## src/rtl/instfetch_stage.sv

```systemverilog
// Instruction fetch stage: owns the PC, fetches over a single-outstanding req/gnt/rvalid port.
// Optional FETCH_PERF_CNT_EN adds fetch_stall_cnt, a saturating count of cycles spent fetching with nothing presented.
module instfetch_stage #(
    parameter logic [31:0] RESET_PC  = 32'h0000_0000,
    parameter logic [31:0] NOP_INSTR = 32'h0000_0033
) (
    input  logic        clk,
    input  logic        nrst,
    input  logic        stall,
    input  logic        redirect_valid,
    input  logic [31:0] redirect_pc,
    output logic        imem_req,
    output logic [31:0] imem_addr,
    input  logic        imem_gnt,
    input  logic        imem_rvalid,
    input  logic [31:0] imem_rdata,
    output logic [31:0] pc2,
    output logic [31:0] instr2,
    output logic        instr_valid2,
    output logic        instruction_addr_misaligned2
`ifdef FETCH_PERF_CNT_EN
    ,
    output logic [31:0] fetch_stall_cnt
`endif
);

    // state  | meaning
    // S_REQ  | request pc_q, wait for grant
    // S_WAIT | request granted, waiting for response (dropped if kill_q)
    // S_HOLD | response buffered while decode stalls
    // S_MISAL| misaligned target, report once when not stalled
    // S_IDLE | misalignment reported, idle until next redirect
    typedef enum logic [2:0] {S_REQ, S_WAIT, S_HOLD, S_MISAL, S_IDLE} state_t;

    state_t      state_q, state_d;
    logic [31:0] pc_q, pc_d;
    logic        kill_q, kill_d;
    logic [31:0] buf_q, buf_d;
    logic [31:0] pc2_q, pc2_d;
    logic [31:0] instr2_q, instr2_d;
    logic        valid2_q, valid2_d;
    logic        mis2_q, mis2_d;
    state_t      redir_state, resume_state;

    always_ff @(posedge clk or negedge nrst) begin
        if (!nrst) begin
            state_q  <= S_REQ;
            pc_q     <= RESET_PC;
            kill_q   <= 1'b0;
            buf_q    <= NOP_INSTR;
            pc2_q    <= RESET_PC;
            instr2_q <= NOP_INSTR;
            valid2_q <= 1'b0;
            mis2_q   <= 1'b0;
        end else begin
            state_q  <= state_d;
            pc_q     <= pc_d;
            kill_q   <= kill_d;
            buf_q    <= buf_d;
            pc2_q    <= pc2_d;
            instr2_q <= instr2_d;
            valid2_q <= valid2_d;
            mis2_q   <= mis2_d;
        end
    end

    always_comb begin
        state_d      = state_q;
        pc_d         = pc_q;
        kill_d       = kill_q;
        buf_d        = buf_q;
        pc2_d        = pc2_q;
        instr2_d     = instr2_q;
        valid2_d     = valid2_q;
        mis2_d       = mis2_q;
        redir_state  = (redirect_pc[1:0] != 2'b00) ? S_MISAL : S_REQ;
        resume_state = (pc_q[1:0] != 2'b00) ? S_MISAL : S_REQ;
        // state_q resets to S_REQ, so gate the request while reset is held
        imem_req     = (state_q == S_REQ) && nrst;
        imem_addr    = pc_q;

        if (redirect_valid) begin
            pc_d     = redirect_pc;
            instr2_d = NOP_INSTR;
            valid2_d = 1'b0;
            mis2_d   = 1'b0;
            kill_d   = 1'b0;
            state_d  = redir_state;
            // an access is still outstanding: wait for its response and drop it
            if ((state_q == S_REQ && imem_gnt) || (state_q == S_WAIT && !imem_rvalid)) begin
                state_d = S_WAIT;
                kill_d  = 1'b1;
            end
        end else begin
            if (!stall) begin
                instr2_d = NOP_INSTR;
                valid2_d = 1'b0;
                mis2_d   = 1'b0;
            end
            case (state_q)
                S_REQ: begin
                    if (imem_gnt) state_d = S_WAIT;
                end
                S_WAIT: begin
                    if (imem_rvalid) begin
                        if (kill_q) begin
                            kill_d  = 1'b0;
                            state_d = resume_state;
                        end else if (!stall) begin
                            pc2_d    = pc_q;
                            instr2_d = imem_rdata;
                            valid2_d = 1'b1;
                            pc_d     = pc_q + 32'd4;
                            state_d  = S_REQ;
                        end else begin
                            buf_d   = imem_rdata;
                            state_d = S_HOLD;
                        end
                    end
                end
                S_HOLD: begin
                    if (!stall) begin
                        pc2_d    = pc_q;
                        instr2_d = buf_q;
                        valid2_d = 1'b1;
                        pc_d     = pc_q + 32'd4;
                        state_d  = S_REQ;
                    end
                end
                S_MISAL: begin
                    if (!stall) begin
                        pc2_d   = pc_q;
                        mis2_d  = 1'b1;
                        state_d = S_IDLE;
                    end
                end
                S_IDLE: begin
                end
                default: state_d = S_REQ;
            endcase
        end
    end

    assign pc2                          = pc2_q;
    assign instr2                       = instr2_q;
    assign instr_valid2                 = valid2_q;
    assign instruction_addr_misaligned2 = mis2_q;

`ifdef FETCH_PERF_CNT_EN
    logic [31:0] cnt_q;

    always_ff @(posedge clk or negedge nrst) begin
        if (!nrst) begin
            cnt_q <= 32'd0;
        end else if ((state_q == S_REQ || state_q == S_WAIT) && !valid2_q && cnt_q != 32'hFFFF_FFFF) begin
            cnt_q <= cnt_q + 32'd1;
        end
    end

    assign fetch_stall_cnt = cnt_q;
`endif

endmodule
```

## config.mk

```make
export PLATFORM = sky130hd
export DESIGN_NAME = instfetch_stage
export DESIGN_NICKNAME = d
export VERILOG_FILES = /design/src/rtl/instfetch_stage.sv
export SDC_FILE = /design/constraint.sdc
export NUM_CORES = 1
export LEC_CHECK = 0
export BUFFER_PORTS_ARGS = -buffer_cell sky130_fd_sc_hd__buf_4
export CORE_MARGIN = 5
export CORE_UTILIZATION = 50
export DETAILED_ROUTE_END_ITERATION = 10
export PLACE_DENSITY = 0.77
export SLEW_MARGIN = 10
export SYNTH_ARGS = -nofsm -noshare
export SYNTH_HDL_FRONTEND = slang
export SYNTH_SLANG_ARGS = --single-unit
```

## constraint.sdc

```tcl
create_clock -name clk -period 3.2 [get_ports clk]
set_input_delay 0.32 -clock clk [delete_from_list [all_inputs] [get_ports clk]]
set_output_delay 0.32 -clock clk [all_outputs]
set_load 0.02 [all_outputs]
```

==> flow_summary.ini <==
[run_status]
result_of_the_run = finished, final reports clean

[yosys]
yosysSeqAreaShare_pct = 54.8
yosys_warnings = 0
synth_async_sr_flop_share_pct = 100
synthCells = 556
number_of_flops_mapped_to_enable_cells_by_yosys = 0
avgSynthCellArea_um2 = 11.0
syn-num-nets = 627
ys.flop_type = dfrtp_1
syn_area_um2 = 6130
synth_cell_types = 59
postSynthRegisterBits = 134

[drt]
detailedRoute.firstPassIterationCount = 5
vias_per_cell = 6.01
wire_per_inst_um = 19.1
via_count = 5264
routed_wl_mm = 16.7
ant_nets = 0
drt-initial-drc-count = 538
post-route-drc-count = 0

[clock_tree]
post_cts_resized = 0
clock_sinks = 134
insertion_delay_ps = 410
cts_hold_buf = 0
cts_tree = yes
cts-buffers-inserted = 17
clk_transition_reported_paths_ps = 60
cts-htree-levels = 4
root_buffer = clkbuf_16
cts_buffer_depth = 2
post-cts-setup-buffers = 0

[placed_design]
numPortBuffers = 168
hpwl_mm = 11.6
dp.cells = 844
gp_congestion = 0.839
place_worst_setup_slack_ps = 684
placement.cell_area_um2 = 7510

[die]
die_y_um = 121
floorplan.die_area_um2 = 14600
core-area_um2 = 12000
rows = 40
ios = 169
initial_core_util_pct = 51.1
chipWidth_um = 121

[finish]
finalNonFillerCells = 876
finish.instance_area_um2 = 8130
layout.cells.most_common_list = buf_4 (176), dfrtp_1 (126), nand2_1 (70), mux2_2 (41), nor2_1 (39)
syn2layout_area_growth_pct = 32.6
layout-drive-gt1-share_pct = 35.9
antenna-diode-count = 0
layout_commonest_cell = buf_4
finalNetCount = 787

[sta]
timing.max_slew.rel_slack_pct = 42.7
layout_setup_ws_ps = 559
period_share_pct = 82.5
rsz0062_at_grt = false
tns_ps = 0
maxClockFrequency_mhz = 379
timing.final.crit_period_ps = 2640
finalSetupViolCount = 0
timing_max_transition_violations_final = 0
finalHoldViolCount = 0
max_slew.worst_pin.slew_ps = 838
finalClockSkew_ps = 5.03

[power]
vdd_drop_max_uv = 436
power.static_leakage_nw = 3.67
power_density_nw_per_um2 = 807

[flow_run]
max_capacitance_violation_count = 0

[worst_hold_path]
worstHoldPathType = input port to asynchronous set/reset pin

[grt]
first_pass_grt_wire_length_mm = 27.2
globalRouteTotalUtil_pct = 23.5
grt_antenna_before_repair = 0
grt.overflow.total = 0
pin_count_of_the_biggest_net_entering_global_routing = 71
first_global_vias = 5288

[setup_path]
crit_type = flip-flop to flip-flop
cp-end-kind = flip-flop
timing.critical_path.fanout_max = 16
startpoint_type = flip-flop
worst_ep_arrival_time_ps = 2960
required_ps = 3520
[flip-flops by register name, summed over array words and instances, names as in the netlist]
register	cells
instruction_addr_misaligned2	1
pc2	32
instr_valid2	1
kill_q	1
instr2	32
imem_addr	32
buf_q	32
state_q	3
[synthesized netlist by cell type, drive strengths merged, types with 2 or more instances]
cell type / instances / area (um2)
dfstp: 8 / 210
or3: 6 / 37.5
buf: 12 / 48.8
a31o: 2 / 17.5
o22ai: 4 / 25.0
and3: 3 / 18.8
o31ai: 11 / 82.6
nor2: 39 / 146
a2111oi: 5 / 43.8
o41ai: 5 / 43.8
nand3: 10 / 50.1
nand4bb: 3 / 33.8
a211oi: 2 / 15.0
nor2b: 3 / 18.8
or4b: 3 / 30.0
nand2: 70 / 263
nand4: 9 / 71.3
xnor2: 3 / 26.3
a22o: 2 / 17.5
and4: 2 / 17.5
a21oi: 9 / 45.0
mux2: 66 / 743
nor4: 3 / 25.0
xor2: 3 / 26.3
dfrtp: 126 / 3150
clkbuf: 24 / 90.1
o21ai: 24 / 120
inv: 8 / 30.0
nand4b: 2 / 17.5
nand2b: 2 / 12.5
a31oi: 23 / 144
or4: 14 / 105
a22oi: 28 / 210
a211o: 2 / 17.5
nor3: 2 / 15.0
[worst max-delay path, stage by stage (launching register included)]
cell	delay [ps]
dfrtp_1	530
nand4bb_1	490
or4_1	750
or4_1	540
a31oi_1	230
[power breakdown]
group | total (W) | internal, W | switching (W)
sequential | 0.00263 | 0.00224 | 0.000392
combinational | 0.00191 | 0.000920 | 0.000994
clock | 0.00202 | 0.00132 | 0.000695
total | 0.00657 | 0.00449 | 0.00208
[through the flow]
step	hold slack, ps	utilization [%]	power [W]
after floorplan	24.4	-	0.00371
after global placement	454	62.5	0.00448
after detailed placement	461	62.5	0.00458
after CTS	100	67.7	0.00662
after global routing	109	67.7	0.00690
final	78.7	67.7	0.00657
[path summary, 6_finish.rpt]
| kind | end | startpoint | depth (start not counted) | slack (ps) |
|---|---|---|---|---|
| min in group clk | imem_addr[6]$_DFFE_PN0P_ | redirect_pc[6] | 3 | 120 |
| worst min register to register | instr2[22]$_DFF_PN0_ | instr2[22]$_DFF_PN0_ | 2 | 470 |
| worst max register to register | imem_addr[26]$_DFFE_PN0P_ | state_q[2]$_DFFE_PN0P_ | 4 | 560 |
| worst max-delay path | imem_addr[26]$_DFFE_PN0P_ | state_q[2]$_DFFE_PN0P_ | 4 | 560 |
| max in group asynchronous | instr2[24]$_DFF_PN0_ | nrst | 2 | 2510 |
| worst min-delay path | pc2[2]$_DFFE_PN0P_ | nrst | 2 | 80 |
[kinds of logic after synthesis]
family / synth area share (%)
AND/OR/NAND/NOR: 15.3
flip-flops: 54.8
AO/OA/AOI/OAI: 13.8
multiplexers: 12.3
buffers and inverters: 2.75
XOR/XNOR: 0.857
adder cells (fa/ha/maj): 0.204
[layer usage]
layer,wire (um),track usage (%),vias to the layer above,part of all wire [%]
met3,1140,5.57,30,6.8
met4,412,10.3,0,2.5
met1,6840,30.6,2628,41
met2,8310,37.6,214,50
li1,-,-,2392,-
met5,0,0,-,0
[area by class of cell]
class / instances / area [um2]
Fill cell: 906 / 3880
Sequential cell: 134 / 3360
Multi-Input combinational cell: 378 / 2600
Timing Repair Buffer: 177 / 1330
Clock buffer: 24 / 502
Tap cell: 147 / 184
Clock inverter: 8 / 119
Inverter: 8 / 30.0
(Power assumes the default switching activity.)
